==> config.mk <==
export PLATFORM = sky130hd
export DESIGN_NAME = equeue_int
export DESIGN_NICKNAME = d
export VERILOG_FILES = /design/src/rtl/eq_pkg.sv /design/src/rtl/equeue_entry.sv /design/src/rtl/equeue_int.sv
export SDC_FILE = /design/constraint.sdc
export NUM_CORES = 1
export LEC_CHECK = 0
export ABC_CLOCK_PERIOD_IN_PS = 16149
export CAP_MARGIN = 20
export CORE_UTILIZATION = 45
export CTS_BUF_LIST = sky130_fd_sc_hd__clkbuf_4 sky130_fd_sc_hd__clkbuf_8 sky130_fd_sc_hd__clkbuf_16
export CTS_CLUSTER_SIZE = 16
export DETAILED_ROUTE_END_ITERATION = 12
export GPL_TIMING_DRIVEN = 0
export PLACE_DENSITY = 0.67
export SYNTH_ARGS = -nofsm -noshare
export SYNTH_HDL_FRONTEND = slang
export SYNTH_SLANG_ARGS = --single-unit
==> constraint.sdc <==
create_clock -name clk -period 16.15 [get_ports clk]
set_input_delay 3.23 -clock clk [delete_from_list [all_inputs] [get_ports clk]]
set_output_delay 3.23 -clock clk [all_outputs]
set_load 0.05 [all_outputs]
==> src/rtl/eq_pkg.sv <==
// Shared execution-queue package.
// Purpose : common widths and the queue entry payload used by all execution queues.
// Contents: TAG_W, DATA_W, OPC_W and entry_t, which holds one queued instruction.
package eq_pkg;

    localparam int unsigned TAG_W  = 6;
    localparam int unsigned DATA_W = 32;
    localparam int unsigned OPC_W  = 4;

    // One queued instruction with its operand capture state
    typedef struct packed {
        logic              busy;
        logic [OPC_W-1:0]  opcode;
        logic [TAG_W-1:0]  rdtag;
        logic [TAG_W-1:0]  rstag;
        logic [TAG_W-1:0]  rttag;
        logic [DATA_W-1:0] rsdata;
        logic [DATA_W-1:0] rtdata;
        logic              rsvalid;
        logic              rtvalid;
    } entry_t;

endpackage

==> src/rtl/equeue_entry.sv <==
// Single execution-queue entry: storage plus CDB operand snoop.
// Ports:
//   clk, reset    clock and asynchronous active-high reset
//   entry_d_i     next value for this slot, chosen by the queue (compaction/dispatch)
//   cdb_*_i       common data bus broadcast
//   entry_q_o     registered entry contents
//   wake_c_o      registered contents with this cycle's CDB capture applied (combinational)
module equeue_entry
    import eq_pkg::*;
(
    input  logic              clk,
    input  logic              reset,
    input  entry_t            entry_d_i,
    input  logic              cdb_valid_i,
    input  logic [TAG_W-1:0]  cdb_tag_i,
    input  logic [DATA_W-1:0] cdb_data_i,
    output entry_t            entry_q_o,
    output entry_t            wake_c_o
);

    entry_t entry_q;

    // Slot register
    always_ff @(posedge clk or posedge reset) begin
        if (reset) begin
            entry_q <= '0;
        end else begin
            entry_q <= entry_d_i;
        end
    end

    // Operand capture; rs and rt are checked independently
    always_comb begin
        wake_c_o = entry_q;
        if (entry_q.busy && cdb_valid_i) begin
            if (!entry_q.rsvalid && (entry_q.rstag == cdb_tag_i)) begin
                wake_c_o.rsvalid = 1'b1;
                wake_c_o.rsdata  = cdb_data_i;
            end
            if (!entry_q.rtvalid && (entry_q.rttag == cdb_tag_i)) begin
                wake_c_o.rtvalid = 1'b1;
                wake_c_o.rtdata  = cdb_data_i;
            end
        end
    end

    assign entry_q_o = entry_q;

endmodule

==> src/rtl/equeue_int.sv <==
// Integer execution queue (reservation station), compacting and age ordered.
// Index 0 holds the oldest instruction; busy slots are contiguous from index 0.
// Optional feature macro: EQUEUEINT_CDB_BYPASS_EN enables capturing a same-cycle
// CDB result into a dispatched operand that is not yet valid.
// Ports:
//   clk, reset         clock and asynchronous active-high reset
//   dispatch_*         new instruction from dispatch; dispatch_ready = free slot exists
//   cdb_*              common data bus broadcast snooped by all entries
//   issueint_*         oldest entry with both operands valid; zero when none
//   issueint_done      issue unit took the presented entry this cycle
module equeue_int
    import eq_pkg::*;
#(
    parameter int unsigned DEPTH = 4
) (
    input  logic              clk,
    input  logic              reset,
    input  logic [OPC_W-1:0]  dispatch_opcode,
    input  logic              dispatch_en,
    output logic              dispatch_ready,
    input  logic [TAG_W-1:0]  dispatch_rdtag,
    input  logic [TAG_W-1:0]  dispatch_rstag,
    input  logic [TAG_W-1:0]  dispatch_rttag,
    input  logic [DATA_W-1:0] dispatch_rsdata,
    input  logic [DATA_W-1:0] dispatch_rtdata,
    input  logic              dispatch_rsvalid,
    input  logic              dispatch_rtvalid,
    input  logic [TAG_W-1:0]  cdb_tag,
    input  logic              cdb_valid,
    input  logic [DATA_W-1:0] cdb_data,
    output logic [OPC_W-1:0]  issueint_opcode,
    output logic [TAG_W-1:0]  issueint_rdtag,
    output logic [DATA_W-1:0] issueint_rsdata,
    output logic [DATA_W-1:0] issueint_rtdata,
    output logic              issueint_ready,
    input  logic              issueint_done
);

    localparam int unsigned SEL_W = (DEPTH > 1) ? $clog2(DEPTH) : 1;
    localparam int unsigned CNT_W = $clog2(DEPTH + 1);

    entry_t           cur_q   [DEPTH];
    entry_t           wake_c  [DEPTH];
    entry_t           shift_c [DEPTH];
    entry_t           nxt_d   [DEPTH];
    entry_t           disp_c;
    entry_t           sel_entry_c;
    logic [SEL_W-1:0] sel_c;
    logic             sel_found_c;
    logic [CNT_W-1:0] count_c;
    logic [CNT_W-1:0] tail_c;
    logic             remove_c;

    // Entry storage and CDB snoop
    for (genvar g = 0; g < DEPTH; g++) begin : g_entry
        equeue_entry u_entry (
            .clk         (clk),
            .reset       (reset),
            .entry_d_i   (nxt_d[g]),
            .cdb_valid_i (cdb_valid),
            .cdb_tag_i   (cdb_tag),
            .cdb_data_i  (cdb_data),
            .entry_q_o   (cur_q[g]),
            .wake_c_o    (wake_c[g])
        );
    end

    // Occupancy and oldest-ready selection from registered state only
    always_comb begin
        count_c     = '0;
        sel_c       = '0;
        sel_found_c = 1'b0;
        for (int i = 0; i < DEPTH; i++) begin
            count_c = count_c + CNT_W'(cur_q[i].busy);
            if (!sel_found_c && cur_q[i].busy && cur_q[i].rsvalid && cur_q[i].rtvalid) begin
                sel_c       = SEL_W'(i);
                sel_found_c = 1'b1;
            end
        end
    end

    assign sel_entry_c     = sel_found_c ? cur_q[sel_c] : '0;
    assign issueint_ready  = sel_found_c;
    assign issueint_opcode = sel_entry_c.opcode;
    assign issueint_rdtag  = sel_entry_c.rdtag;
    assign issueint_rsdata = sel_entry_c.rsdata;
    assign issueint_rtdata = sel_entry_c.rtdata;

    assign dispatch_ready  = (count_c < CNT_W'(DEPTH));
    assign remove_c        = issueint_done & sel_found_c;
    assign tail_c          = count_c - CNT_W'(remove_c);

    // Dispatched entry, optionally capturing a same-cycle CDB result
    always_comb begin
        disp_c         = '0;
        disp_c.busy    = 1'b1;
        disp_c.opcode  = dispatch_opcode;
        disp_c.rdtag   = dispatch_rdtag;
        disp_c.rstag   = dispatch_rstag;
        disp_c.rttag   = dispatch_rttag;
        disp_c.rsdata  = dispatch_rsdata;
        disp_c.rtdata  = dispatch_rtdata;
        disp_c.rsvalid = dispatch_rsvalid;
        disp_c.rtvalid = dispatch_rtvalid;
`ifdef EQUEUEINT_CDB_BYPASS_EN
        if (cdb_valid && !dispatch_rsvalid && (dispatch_rstag == cdb_tag)) begin
            disp_c.rsvalid = 1'b1;
            disp_c.rsdata  = cdb_data;
        end
        if (cdb_valid && !dispatch_rtvalid && (dispatch_rttag == cdb_tag)) begin
            disp_c.rtvalid = 1'b1;
            disp_c.rtdata  = cdb_data;
        end
`endif
    end

    // Compaction of woken entries past the removed slot, then tail write
    always_comb begin
        for (int i = 0; i < DEPTH; i++) begin
            shift_c[i] = wake_c[i];
        end
        if (remove_c) begin
            for (int i = 0; i < DEPTH - 1; i++) begin
                if (SEL_W'(i) >= sel_c) begin
                    shift_c[i] = wake_c[i + 1];
                end
            end
            shift_c[DEPTH - 1] = '0;
        end
        for (int i = 0; i < DEPTH; i++) begin
            nxt_d[i] = shift_c[i];
            if (dispatch_en && dispatch_ready && (CNT_W'(i) == tail_c)) begin
                nxt_d[i] = disp_c;
            end
        end
    end

endmodule

==> results of run 1 <==
stage by stage:
step | instances | utilization (%) | worst slack, ns | setup TNS (ns)
4_1_cts | 2956 | 54.7 | 8.85 | 0
2_1_floorplan | 2120 | - | 3.04 | 0
3_3_place_gp | 2879 | 51.3 | -1.58 | -551.32
6_report | 2958 | 54.8 | 8.63 | 0
5_1_grt | 2957 | 54.8 | 8.58 | 0
3_5_place_dp | 2882 | 51.5 | 8.71 | 0
worst register-to-register path: cells and delay by family (launching register included):
kind | cells | cell delay, ns
AOI/OAI and AO/OA | 1 | 0.11
adders and majority gates | 2 | 0.44
buffers and inverters | 5 | 2.61
DFF | 1 | 0.36
and+or+nand+nor | 6 | 1.97
power by group:
part | switching (mW) | internal (mW)
clock | 0.396 | 0.598
combinational | 2.44 | 1.20
sequential | 0.255 | 1.34
routing by layer:
metal	share of wire (%)	wire length, um	vias up	global-route usage, %
li1	-	-	8297	-
met1	40	31400	9408	43.3
met2	45	35200	1201	51.6
met3	9.9	7720	228	8.20
met4	4.3	3310	2	14.1
met5	0.021	16	-	0
layout make-up:
cell class | count | area, um^2 | area share [%]
Multi-Input combinational cell | 1511 | 10400 | 42.5
Sequential cell | 356 | 8910 | 36.5
Timing Repair Buffer | 171 | 1770 | 7.24
Clock buffer | 66 | 1340 | 5.48
Buffer | 226 | 1070 | 4.39
Tap cell | 592 | 741 | 3.04
Inverter | 27 | 109 | 0.446
Clock inverter | 8 | 93.8 | 0.385
Antenna cell | 1 | 2.50 | 0.0103
logic make-up (layout without fill, tap and decap cells):
family / count (synthesis) / count (layout) / share of synthesized area (%)
compound gates: 708 / 708 / 25.6
simple gates: 495 / 495 / 10.1
flops: 356 / 356 / 43.6
mux: 255 / 255 / 12.5
buf+inv: 253 / 498 / 5.73
xor+xnor: 48 / 48 / 2.13
fa+ha+maj: 5 / 5 / 0.343
other cells: 0 / 1 / 0
cells in the final DEF, fill, tap and decap left out, types with 4 or more instances in the layout:
master           Yosys  routed
clkbuf_1           153     153
clkinv_2             0       5
a21boi_0            32      32
o31a_1              54      54
clkbuf_8             0      14
a21oi_1             22      22
and2_1               8       8
nand3_1             12      12
buf_6               19      20
nor2_1             174     174
o221ai_1            66      66
nand2_1            269     269
a222oi_1            22      22
dfrtp_1            356     356
clkdlybuf4s50_1      0     167
xnor2_1             40      40
a211oi_2            30      30
inv_1               27      26
mux2i_1            255     255
buf_2               45      45
and3_1               4       4
nor3_4               4       4
ha_1                 4       4
xor2_1               6       6
a31oi_1             34      34
o21ai_0            178     178
buf_4                6       6
clkbuf_4             0       9
a221oi_1            35      35
clkbuf_16            0      43
a22oi_1             74      74
nand4_1              6       6
a211oi_1           140     140
a221oi_2             8       8
final timing paths:
path	endpoint	slack [ns]	depth (start not counted)
max	issueint_rsdata[1]	8.63	9
min	g_entry[2].u_entry.entry_q_o[80]$_DFFE_PP0P_	0.52	2
max reg2reg	g_entry[3].u_entry.entry_q_o[56]$_DFF_PP0_	10.59	14
min reg2reg	g_entry[2].u_entry.entry_q_o[80]$_DFFE_PP0P_	0.52	2
max in group asynchronous	g_entry[3].u_entry.entry_q_o[22]$_DFF_PP0_	11.23	5
min in group asynchronous	g_entry[2].u_entry.entry_q_o[86]$_DFFE_PP0P_	3.09	2
==> results.json, run 1 <==
{
  "wl_per_cell_um": 26.2,
  "first_global_vias": 19271,
  "hold_ws_ns": 0.518,
  "dr_total_vias": 19136,
  "rsz0062_at_grt": "false",
  "drtAntennaViolNets": 0,
  "skew_ns": 0.0310,
  "syn_area_per_cell_um2": 9.64,
  "clk_latency_ns": 0.59,
  "design_area_mm2": 0.0244,
  "largest_reg_flops": 356,
  "start_util_pct": 45.9,
  "die_area_mm2": 0.0463,
  "clkTransAtPathRegs_ns": 0.06,
  "grt_start_max_net_pins": 106,
  "crit_type": "flip-flop to output pin",
  "critPathLaunchType": "flip-flop",
  "drt_wl_total_um": 77600,
  "cp-startpoint": "g_entry[0].u_entry.entry_q_o[0]$_DFF_PP0_",
  "via_per_inst": 6.47,
  "crit_top_cell": "clkbuf_1",
  "placed_cell_area_mm2": 0.0229,
  "postCtsHoldBufs": 0,
  "cts_sinks": 356,
  "critPathCaptureType": "output pin",
  "htreeDepth": 2,
  "grt.total_usage_pct": 32.9,
  "yosys-top-cells-area": "dfrtp_1, mux2i_1, a211oi_1",
  "finalSetupViolations": 0,
  "synth_edf_count": 0,
  "root_buffer": "clkbuf_16",
  "cts_setup_buffers": 0,
  "yosysSeqAreaShare_pct": 43.6,
  "grt.overflow.total": 0,
  "period_share_pct": 46.6,
  "first_pass_iters": 7,
  "cts_resized": 0,
  "path_max_fanout": 10,
  "max_clock_freq_mhz": 133,
  "netlist.area_leader.share_pct": 43.6,
  "slowest_stage": "clkdlybuf4s50_1",
  "hp-start": "g_entry[3].u_entry.entry_q_o[80]$_DFFE_PP0P_",
  "area_delta_synth_final_pct": 19.3,
  "dp_hpwl_um": 52900,
  "antenna_found_initial": 2,
  "fp.dieH_um": 215,
  "grt_pass1_wl_um": 117000,
  "nNetsFinal": 2471,
  "drt_iter0_drc": 2753,
  "synthesis.instances": 2120,
  "total_power_mw": 6.22,
  "dieWidth_um": 215,
  "syn_area_mm2": 0.0204,
  "io_buffers": 167,
  "core_area_mm2": 0.0445,
  "drv_cap": 0,
  "p_leak_nw": 9.55,
  "nFillCells": 4049,
  "slew_viol_final": 0,
  "status": "finished clean",
  "syn_nets": 2256,
  "min_path_type": "flip-flop to flip-flop",
  "slowest_delay_ns": 0.93,
  "path_cells": "buf_2 -> and3_1 -> buf_4 -> nor2_1 -> clkbuf_1 -> clkbuf_1 -> a22oi_1 -> o21ai_0 -> clkdlybuf4s50_1",
  "ys.flop_type": "dfrtp_1",
  "slew_headroom_pct": 19.9,
  "synth-seq-cells": 356,
  "synth_most_common_cell": "dfrtp_1",
  "cts_made_buffers": 42,
  "powerDensity_mw_per_mm2": 255,
  "required_ns": 12.92,
  "drive_gt1_share_pct": 8.63,
  "worstMarginPinSlew_ns": 1.20,
  "row_count": 77,
  "r2r_start": "g_entry[0].u_entry.entry_q_o[0]$_DFF_PP0_",
  "synth_cell_types": 54,
  "synthTopCellsByCount": "dfrtp_1, nand2_1, mux2i_1, o21ai_0, nor2_1",
  "worstPathArrival_ns": 4.29,
  "gp_congestion": 0.931,
  "synth_warnings": 0,
  "critical_path.top_delay_family": "buffers and inverters",
  "ys_async_sr_fraction_pct": 100,
  "drc": 0,
  "finalHoldViolations": 0,
  "path_buf_inv": 5,
  "yosysTopAreaCell": "dfrtp_1",
  "max-clock-path-buffers": 3,
  "cts_tree": "built",
  "vdd_drop_max_v": 0.000127,
  "pin_count": 207,
  "period_needed_ns": 7.52
}
Power figures use the tool's default switching activity.
==> run 2, diff against run 1 <==
--- a/config.mk
+++ b/config.mk
@@ -5,14 +5,14 @@
 export SDC_FILE = /design/constraint.sdc
 export NUM_CORES = 1
 export LEC_CHECK = 0
-export ABC_CLOCK_PERIOD_IN_PS = 16149
+export ABC_CLOCK_PERIOD_IN_PS = 6100
 export CAP_MARGIN = 20
 export CORE_UTILIZATION = 45
 export CTS_BUF_LIST = sky130_fd_sc_hd__clkbuf_4 sky130_fd_sc_hd__clkbuf_8 sky130_fd_sc_hd__clkbuf_16
 export CTS_CLUSTER_SIZE = 16
 export DETAILED_ROUTE_END_ITERATION = 12
 export GPL_TIMING_DRIVEN = 0
-export PLACE_DENSITY = 0.67
+export PLACE_DENSITY = 0.69
 export SYNTH_ARGS = -nofsm -noshare
 export SYNTH_HDL_FRONTEND = slang
 export SYNTH_SLANG_ARGS = --single-unit
==> constraint.sdc (replaced) <==
create_clock -name clk -period 6.1 [get_ports clk]
set_input_delay 1.22 -clock clk [delete_from_list [all_inputs] [get_ports clk]]
set_output_delay 1.22 -clock clk [all_outputs]
set_load 0.05 [all_outputs]
==> run 2 against run 1 <==
Effect of this change:
- wire length fell by 0.71%
- critical path depth stayed put
- first-iteration DRC count down 11%
- worst setup slack worse by 7.9 ns
- largest power group unchanged
==> results.json, run 2 (same netlist as run 1, synthesis figures left out) <==
{
  "r2r_cells": 14,
  "grt.total_usage_pct": 32.8,
  "dp_hpwl_um": 53500,
  "pin_count": 207,
  "clk_latency_ns": 0.58,
  "p_leak_nw": 9.55,
  "root_buffer": "clkbuf_16",
  "htreeDepth": 2,
  "grt_pass1_wl_um": 116000,
  "rsz0062_at_grt": "false",
  "min_path_type": "flip-flop to flip-flop",
  "slew_headroom_pct": 14.8,
  "core_area_mm2": 0.0445,
  "drv_cap": 0,
  "finish.utilization_pct": 54.8,
  "antenna_found_initial": 4,
  "dr_total_vias": 19205,
  "whs_path_depth": 2,
  "grt_start_max_net_pins": 43,
  "powerDensity_mw_per_mm2": 672,
  "io_buffers": 167,
  "vdd_drop_max_v": 0.000315,
  "first_pass_iters": 9,
  "via_per_inst": 6.49,
  "largest_reg_flops": 356,
  "insertedDiodeCount": 0,
  "wl_met2_um": 34500,
  "finalHoldViolations": 0,
  "row_count": 77,
  "drt_iter0_drc": 2443,
  "fp.dieH_um": 215,
  "final_cell_mix": "dfrtp_1, nand2_1, mux2i_1, o21ai_0, nor2_1",
  "cts_made_buffers": 41,
  "period_needed_ns": 5.41,
  "required_ns": 4.88,
  "worstPathArrival_ns": 4.19,
  "clkTransAtPathRegs_ns": 0.06,
  "dp_slack_ns": 0.743,
  "intPower_mw": 8.25,
  "cts_tree": "built",
  "slew_viol_final": 0,
  "max_clock_freq_mhz": 185,
  "gp_congestion": 0.950,
  "first_global_vias": 19209,
  "power.share.switching_pct": 49.7,
  "cts_sinks": 356,
  "status": "finished clean",
  "final_common_cell": "dfrtp_1",
  "postCtsHoldBufs": 0,
  "finalSetupViolations": 0,
  "p_switching_mw": 8.15,
  "path_max_fanout": 10,
  "met1Wirelength_um": 30700,
  "period_share_pct": 88.8,
  "max-clock-path-buffers": 3,
  "cts_setup_buffers": 0,
  "drc": 0,
  "dieWidth_um": 215,
  "die_area_mm2": 0.0463,
  "setup_ws_ns": 0.685,
  "drt_wl_total_um": 77100,
  "drive_gt1_share_pct": 8.66,
  "start_util_pct": 45.9,
  "pwr-share-clk_pct": 15.6,
  "critPathCaptureType": "output pin",
  "grt.overflow.total": 0,
  "area_delta_synth_final_pct": 19.4,
  "wl_per_cell_um": 26.1,
  "seqPwrFrac_pct": 25.7,
  "cts_resized": 0,
  "top_layer": "met5",
  "met3_length_um": 8370,
  "pwr-share-comb_pct": 58.8,
  "skew_ns": 0.0145,
  "worstMarginPinSlew_ns": 1.27,
  "critPathLaunchType": "flip-flop",
  "drtAntennaViolNets": 0,
  "crit_type": "flip-flop to output pin",
  "nNetsFinal": 2476
}
run 2: changes by cell type in the layout (fill, tap and decap cells not counted):
cell | previous run | this run
buf_12 | 0 | 9
buf_16 | 3 | 0
bufinv_16 | 2 | 4
clkbuf_16 | 43 | 41
clkbuf_4 | 9 | 12
clkbuf_8 | 14 | 6
clkinv_2 | 5 | 6
clkinvlp_4 | 0 | 1
diode_2 | 1 | 0
inv_6 | 1 | 0
inv_8 | 1 | 0
run 2: metal layers:
| layer | global-route usage [%] | vias to the layer above |
|---|---|---|
| met1 | 42.8 | 9481 |
| met4 | 14.2 | 6 |
| li1 | - | 8296 |
| met2 | 50.8 | 1187 |
| met3 | 9.37 | 235 |
| met5 | 0 | - |
run 2: final timing paths:
kind / start / end / slack [ns]
min in group asynchronous: reset / g_entry[2].u_entry.entry_q_o[84]$_DFFE_PP0P_ / 1.10
max in group asynchronous: reset / g_entry[3].u_entry.entry_q_o[22]$_DFF_PP0_ / 3.51
hold / removal: g_entry[3].u_entry.entry_q_o[82]$_DFFE_PP0P_ / g_entry[2].u_entry.entry_q_o[82]$_DFFE_PP0P_ / 0.51
hold reg to reg: g_entry[3].u_entry.entry_q_o[82]$_DFFE_PP0P_ / g_entry[2].u_entry.entry_q_o[82]$_DFFE_PP0P_ / 0.51
setup reg to reg: g_entry[0].u_entry.entry_q_o[0]$_DFF_PP0_ / g_entry[3].u_entry.entry_q_o[43]$_DFF_PP0_ / 0.90
setup / recovery: g_entry[0].u_entry.entry_q_o[0]$_DFF_PP0_ / issueint_rsdata[1] / 0.69
run 2: cell type report:
cell class	count	area (um^2)
clock buffers	59	1200
flip-flops and latches	356	8910
repair buffers	177	1860
clock inverters	10	150
inverters	27	105
plain buffers	226	1070
well taps	592	741
multi-input cells	1511	10400
fillers	4048	20100
run 2: power groups by stage:
stage	Clock [mW]	Combinational, mW	Sequential, mW
2_1_floorplan	0	6.33	4.03
3_3_place_gp	0	9.10	4.17
3_5_place_dp	0	9.34	4.21
4_1_cts	2.56	9.37	4.18
5_1_grt	2.65	10.2	4.31
6_report	2.55	9.63	4.21
run 2: worst max-delay path: stages (launching register included):
cell and delay (ns):
dfrtp_1 0.35, buf_2 0.20, and3_1 0.21, buf_4 0.16, nor2_1 0.13, clkbuf_1 0.63
clkbuf_1 0.57, a22oi_1 0.12, o21ai_0 0.30, clkdlybuf4s50_1 0.92
run 2: through the flow:
stage / cell area (um^2) / std cells / setup TNS [ns] / total power [mW] / hold slack [ns]
2_1_floorplan: 20400 / 2120 / 0 / 10.4 / 0.480
3_3_place_gp: 22900 / 2879 / -850.03 / 13.3 / 0.493
3_5_place_dp: 23000 / 2888 / 0 / 13.6 / 0.501
4_1_cts: 24400 / 2957 / 0 / 16.1 / 0.510
5_1_grt: 24400 / 2958 / 0 / 17.1 / 0.539
6_report: 24400 / 2958 / 0 / 16.4 / 0.511
